File: src/rtl/roe_seq_pkg.sv
// Shared types and default widths for the program-counter sequencer.
package roe_seq_pkg;

  localparam int DEF_ADDR_W = 16;
  localparam int DEF_CNT_W  = 32;

  typedef enum logic [1:0] {
    S_IDLE  = 2'd0,
    S_FETCH = 2'd1,
    S_EXEC  = 2'd2,
    S_HALT  = 2'd3
  } seq_state_t;

endpackage

File: src/rtl/seq_perf_counters.sv
// Saturating retired-instruction and busy-cycle counters for pc_sequencer.
// Only compiled when ROE_SEQ_PERF_CNT_EN is defined; otherwise the
// sequencer ties its counter ports to zero and this module does not exist.
`ifdef ROE_SEQ_PERF_CNT_EN
module seq_perf_counters #(
  parameter int CNT_W = 32
) (
  input  logic             clk,
  input  logic             reset,
  input  logic             clear,
  input  logic             busy,
  input  logic             retire,
  output logic [CNT_W-1:0] instr_count,
  output logic [CNT_W-1:0] cycle_count
);

  // Count retirements and busy cycles, holding at all-ones instead of wrapping.
  always_ff @(posedge clk) begin
    if (reset || clear) begin
      instr_count <= '0;
      cycle_count <= '0;
    end else begin
      if (retire && (instr_count != '1)) instr_count <= instr_count + 1'b1;
      if (busy && (cycle_count != '1))   cycle_count <= cycle_count + 1'b1;
    end
  end

endmodule
`endif

File: src/rtl/pc_sequencer.sv
// Fetch/execute control FSM that steers an external program counter.
// Optional performance counters are enabled by defining ROE_SEQ_PERF_CNT_EN.
module pc_sequencer
  import roe_seq_pkg::*;
#(
  parameter int                ADDR_W   = DEF_ADDR_W,
  parameter logic [ADDR_W-1:0] END_ADDR = {ADDR_W{1'b1}},
  parameter int                CNT_W    = DEF_CNT_W
) (
  input  logic              clk,
  input  logic              reset,
  input  logic              start,
  output logic              done,
  input  logic [ADDR_W-1:0] pc_addr,
  output logic              pc_reset,
  output logic              pc_halt,
  output logic              pc_bnz,
  output logic [ADDR_W-1:0] pc_jump_here,
  output logic              imem_req,
  input  logic              imem_ack,
  output logic              instr_valid,
  input  logic              exec_done,
  input  logic              br_taken,
  input  logic [ADDR_W-1:0] br_target,
  input  logic              halt_req,
  output logic [CNT_W-1:0]  instr_count,
  output logic [CNT_W-1:0]  cycle_count
);

  seq_state_t state, next_state;
  logic       restart_q;
  logic       restart;
  logic       retire;

  // A start seen in S_HALT passes through one S_IDLE cycle (PC reset) and
  // then fetches without needing start to be held.
  assign restart = (state == S_HALT) && start;

  // State register and restart marker.
  // NOTE: sequential state uses non-blocking assignments so every flop
  // samples pre-edge values regardless of statement order.
  always_ff @(posedge clk) begin
    if (reset) begin
      state     <= S_IDLE;
      restart_q <= 1'b0;
    end else begin
      state     <= next_state;
      restart_q <= restart;
    end
  end

  // Next-state and PC-control decode from current state and inputs.
  // NOTE: every output gets a default first so no path leaves a latch.
  always_comb begin
    next_state   = state;
    pc_reset     = 1'b0;
    pc_halt      = 1'b0;
    pc_bnz       = 1'b0;
    pc_jump_here = '0;
    imem_req     = 1'b0;
    instr_valid  = 1'b0;
    done         = 1'b0;
    retire       = 1'b0;
    case (state)
      S_IDLE: begin
        pc_reset = 1'b1;
        if (start || restart_q) next_state = S_FETCH;
      end
      S_FETCH: begin
        imem_req = 1'b1;
        pc_halt  = 1'b1;
        if (imem_ack) begin
          instr_valid = 1'b1;
          next_state  = S_EXEC;
        end
      end
      S_EXEC: begin
        pc_halt = 1'b1;
        if (exec_done) begin
          retire = 1'b1;
          if (halt_req) begin
            next_state = S_HALT;
          end else if (br_taken) begin
            pc_halt      = 1'b0;
            pc_bnz       = 1'b1;
            pc_jump_here = br_target;
            next_state   = S_FETCH;
          end else if (pc_addr == END_ADDR) begin
            // Last address retired: freeze rather than wrap to zero.
            next_state = S_HALT;
          end else begin
            pc_halt    = 1'b0;
            next_state = S_FETCH;
          end
        end
      end
      S_HALT: begin
        done    = 1'b1;
        pc_halt = 1'b1;
        if (start) next_state = S_IDLE;
      end
      default: next_state = S_IDLE;
    endcase
  end

`ifdef ROE_SEQ_PERF_CNT_EN
  seq_perf_counters #(.CNT_W(CNT_W)) u_perf (
    .clk         (clk),
    .reset       (reset),
    .clear       (restart),
    .busy        ((state == S_FETCH) || (state == S_EXEC)),
    .retire      (retire),
    .instr_count (instr_count),
    .cycle_count (cycle_count)
  );
`else
  assign instr_count = '0;
  assign cycle_count = '0;
`endif

endmodule

File: config.mk
export PLATFORM = sky130hd
export DESIGN_NAME = pc_sequencer
export DESIGN_NICKNAME = d
export VERILOG_FILES = /design/src/rtl/roe_seq_pkg.sv /design/src/rtl/seq_perf_counters.sv /design/src/rtl/pc_sequencer.sv
export SDC_FILE = /design/constraint.sdc
export NUM_CORES = 1
export LEC_CHECK = 0
export ABC_AREA = 1
export BUFFER_PORTS_ARGS = -buffer_cell sky130_fd_sc_hd__buf_4
export CAP_MARGIN = 40
export CORE_ASPECT_RATIO = 0.75
export CORE_MARGIN = 2
export CORE_UTILIZATION = 28
export CTS_CLUSTER_SIZE = 8
export DETAILED_ROUTE_END_ITERATION = 10
export PLACE_DENSITY = 0.8
export REMOVE_ABC_BUFFERS = 1
export SLEW_MARGIN = 20
export SYNTH_ARGS = -nofsm -noshare
export SYNTH_HDL_FRONTEND = slang
export SYNTH_HIERARCHICAL = 1
export SYNTH_SLANG_ARGS = --single-unit
File: constraint.sdc
create_clock -name clk -period 1.1 [get_ports clk]
set_clock_uncertainty 0.05 [all_clocks]
set_input_delay 0.22 -clock clk [delete_from_list [all_inputs] [get_ports clk]]
set_output_delay 0.22 -clock clk [all_outputs]
set_load 0.05 [all_outputs]
==> run summary <==
The final RePlAce weighted congestion was 0.728. The routed design could run at a clock period as short as 1530 ps. The total power divided by cell area works out to 1660 mW/mm^2. Together, buffers and inverters on the worst path number 3. The share of total power consumed by net switching was 0.588; the part of the total power dissipated in the clock network was 0.124.

The per-cell routed wire length was 9.36 um; the core occupancy in the finished layout was 0.514. The run gives 62.6 um^2 as the area taken by flip-flops and latches. The floorplan step defined a core boundary enclosing 0.00298 mm^2.

The flow ran to the end, but the final reports show violations. For the number of antenna-violating nets in the routed design, the log shows 0. The post-synthesis sequential element count was 3.

For this run, design rule violations remaining after detail routing come to 0. Clock latency of the later-clocked register in the worst-skew pair: 210 ps. The largest single stage delay on the critical path is 310 ps. By area the synthesized netlist is led by buf_4 55%, nor2_1 11%, inv_1 9.4%. The worst setup slack after layout came out at -430 ps. The number of sinks handled by clock tree synthesis is 3, and the number of nets at the end of the flow is 258.

The netlist uses 16 different library cells. The critical path goes through inv_2 -> nand2_4 -> clkinv_4 -> nand4_4 -> nor2_2 -> buf_6. The share of power burned in registers is 0.073, and the vertical die dimension is 52.6 um. The tools report the data required time at the worst endpoint as 830 ps.

For the starting density of the core, the log shows 0.296. Wires add up to 2.40 mm. The cell taking the most area after synthesis was buf_4. Count of pins over their slew limit: 0. During placement, the flow inserted port buffers numbering 60. Critical path endpoint category: an output pin. The multi-input combinational cells in the finished layout cover a total of 642 um^2. The share of synthesized registers carrying an async set or reset is 0, and the row count is 17.

buf_4 is the most common cell in the netlist. The number of antenna cells inserted is 0, and the per-instance average area after synthesis is 6.16 um^2. The commonest cells after synthesis are 64 x buf_4, 26 x nor2_1, 22 x inv_1. The reported max-cap violation count is 0. Share of final-layout standard cells stronger than drive strength 1: 0.500. Yosys mapped a number of flops with a built-in enable equal to 0.

The tools report the number of vias in the routed layout as 915. Pin placement for this block handled 125 I/O pins. In this run the horizontal extent of the chip is 68.8 um. The logs give 0.0682 for the share of the yosys chip area belonging to registers and 7 for the number of design-rule violations left by the first detailed-router iteration. The final reports fail on negative setup slack.

The run gives 1.49 mW as the switching power. Data on the critical path arrives at its endpoint at 1260 ps. After clock tree synthesis, the clock-pin slew on the worst setup and hold paths is 30 ps.

The worst setup path is launched from a flip-flop. TritonCTS created 3 clock buffers. The analysis attributes to cell leakage a power of 0.878 nW. The area fraction of the dominant cell type after synthesis is 0.545. Static timing analysis puts the maximum clock frequency at 654 MHz. Broken down by cell family, the worst path's largest delay share belongs to simple AND/OR/NAND/NOR gates. For the number of endpoints with negative hold slack in the final report, the log shows 0.

TritonCTS built the clock tree. The total of fill cells in the finished design was 305. In the routed layout, each cell is associated on average with a via count of 3.57.

The final number of setup-violating endpoints came out at 24. The area overhead of the layout relative to synthesis came out at 73.7%. The type of the most critical hold path is input pin to flip-flop. The minimum setup slack after placement was -296 ps.

The tools report the CTS root buffer as clkbuf_8. The portion of total power attributed to combinational logic came out at 0.802. Cell with the largest stage delay on the worst path: dfxtp_2. Setup repair after global routing could not meet its margin everywhere. The run gives 2 as the maximum count of clock buffers along a single path. For the final global-route overflow total, the log shows 0. After synthesis the cells add up to 881 um^2. The number of hold buffers added after CTS was 0. Maximum vdd drop: 715 uV. Maximum number of pins on one net before global-route repair: 9. The portion of the clock cycle consumed by the worst path in the final layout came out at 1.39. The first-pass GRT wire length came out at 3.06 mm.

Predominant post-synthesis flop cell: dfxtp_1. In this run the worst path has a maximum fanout of 8. Synthesis produced a netlist whose cell count is 143. The HPWL after detailed placement is 1.62 mm.

The tools report the via count of the first global-routing pass as 745. The Yosys warning count is 6, and the number of optimization iterations in the first detailed-route pass is 4. Internal power comes to 1.04 mW.

Depth of the CTS H-tree: 1. The run gives 0.113 as the global-route usage over all layers. The setup path with the least slack is of type flip-flop to output pin. The die covers 0.00362 mm^2. Initial antenna violation count: 0.
## worst reg2reg max path: stages, from the launching register on
cell and delay (ps):
dfxtp_2 310, inv_2 70, nand2_4 60, buf_4 120, buf_4 120, o21ai_2 140, nor2_2 70, o21bai_1 130
a21oi_1 50
## logic make-up (layout without fill, tap and decap cells)
| family | Yosys count | in the layout | share of synthesized area |
|---|---|---|---|
| AO/OA/AOI/OAI | 5 | 5 | 0.0398 |
| buffers and inverters | 88 | 98 | 0.656 |
| AND/OR/NAND/NOR | 46 | 48 | 0.232 |
| flip-flops | 3 | 3 | 0.0682 |
| other | 1 | 64 | 0.00426 |
## cell usage in the layout, fill, tap and decap left out, types with 2 or more instances in the layout
master / count
inv_1: 19
nand4_1: 2
buf_8: 6
nand2_4: 2
inv_2: 2
nand2_1: 9
o21ai_2: 2
clkbuf_8: 3
dfxtp_2: 2
buf_4: 49
nor2_4: 9
nor2_1: 9
nand4_4: 3
buf_6: 16
conb_1: 64
nor2_2: 10
## flip-flops by register name, indices dropped and copies added, names as in the netlist
name and cells:
state 2, restart_q 1
## power groups by stage
stage / combinational, mW / clock (mW) / sequential, mW
global route: 2.14 / 0.331 / 0.194
detailed placement: 1.64 / 0 / 0.165
CTS: 2.02 / 0.324 / 0.177
finish: 2.03 / 0.315 / 0.186
global placement: 1.62 / 0 / 0.164
floorplan: 1.14 / 0 / 0.182
## final timing paths
| kind | startpoint | to | slack, ps | cells past startpoint |
|---|---|---|---|---|
| worst max-delay path | state[0] | pc_jump_here[1] | -430 | 6 |
| worst min-delay path | reset | state[0] | 120 | 2 |
| worst max register to register | state[0] | state[1] | -140 | 8 |
| worst min register to register | state[1] | state[1] | 590 | 4 |
## layout make-up
| type | instances | share of cell area |
|---|---|---|
| inverter | 23 | 0.0621 |
| tap | 38 | 0.0311 |
| timing repair buffer | 71 | 0.417 |
| clock buffer | 4 | 0.0294 |
| multi-input combinational | 117 | 0.419 |
| sequential | 3 | 0.0409 |
## repair_timing
item | 4_1_cts | 5_1_grt
setup buffers | 3 | 0
gates cloned | 2 | 0
pin swaps | 6 | 7
resized for setup | 52 | 20
setup endpoints to repair | 24 | 24
## layer usage
| metal | up-vias | routed length (um) | global-route usage |
|---|---|---|---|
| met5 | - | 0 | 0 |
| met4 | 0 | 0 | 0.0490 |
| met3 | 0 | 173 | 0 |
| met2 | 51 | 1460 | 0.221 |
| met1 | 415 | 760 | 0.127 |
| li1 | 449 | - | - |
## stage by stage
step / power, mW / hold slack (ps) / TNS (ps) / cell area, um^2 / std cells
floorplan: 1.33 / 242 / -13220 / 626 / 141
global placement: 1.79 / 347 / -4480 / 1190 / 248
detailed placement: 1.80 / 354 / -5310 / 1190 / 248
CTS: 2.52 / 123 / -8620 / 1460 / 257
global route: 2.67 / 127 / -10130 / 1530 / 256
finish: 2.53 / 125 / -8220 / 1530 / 256
(Power assumes the default switching activity.)
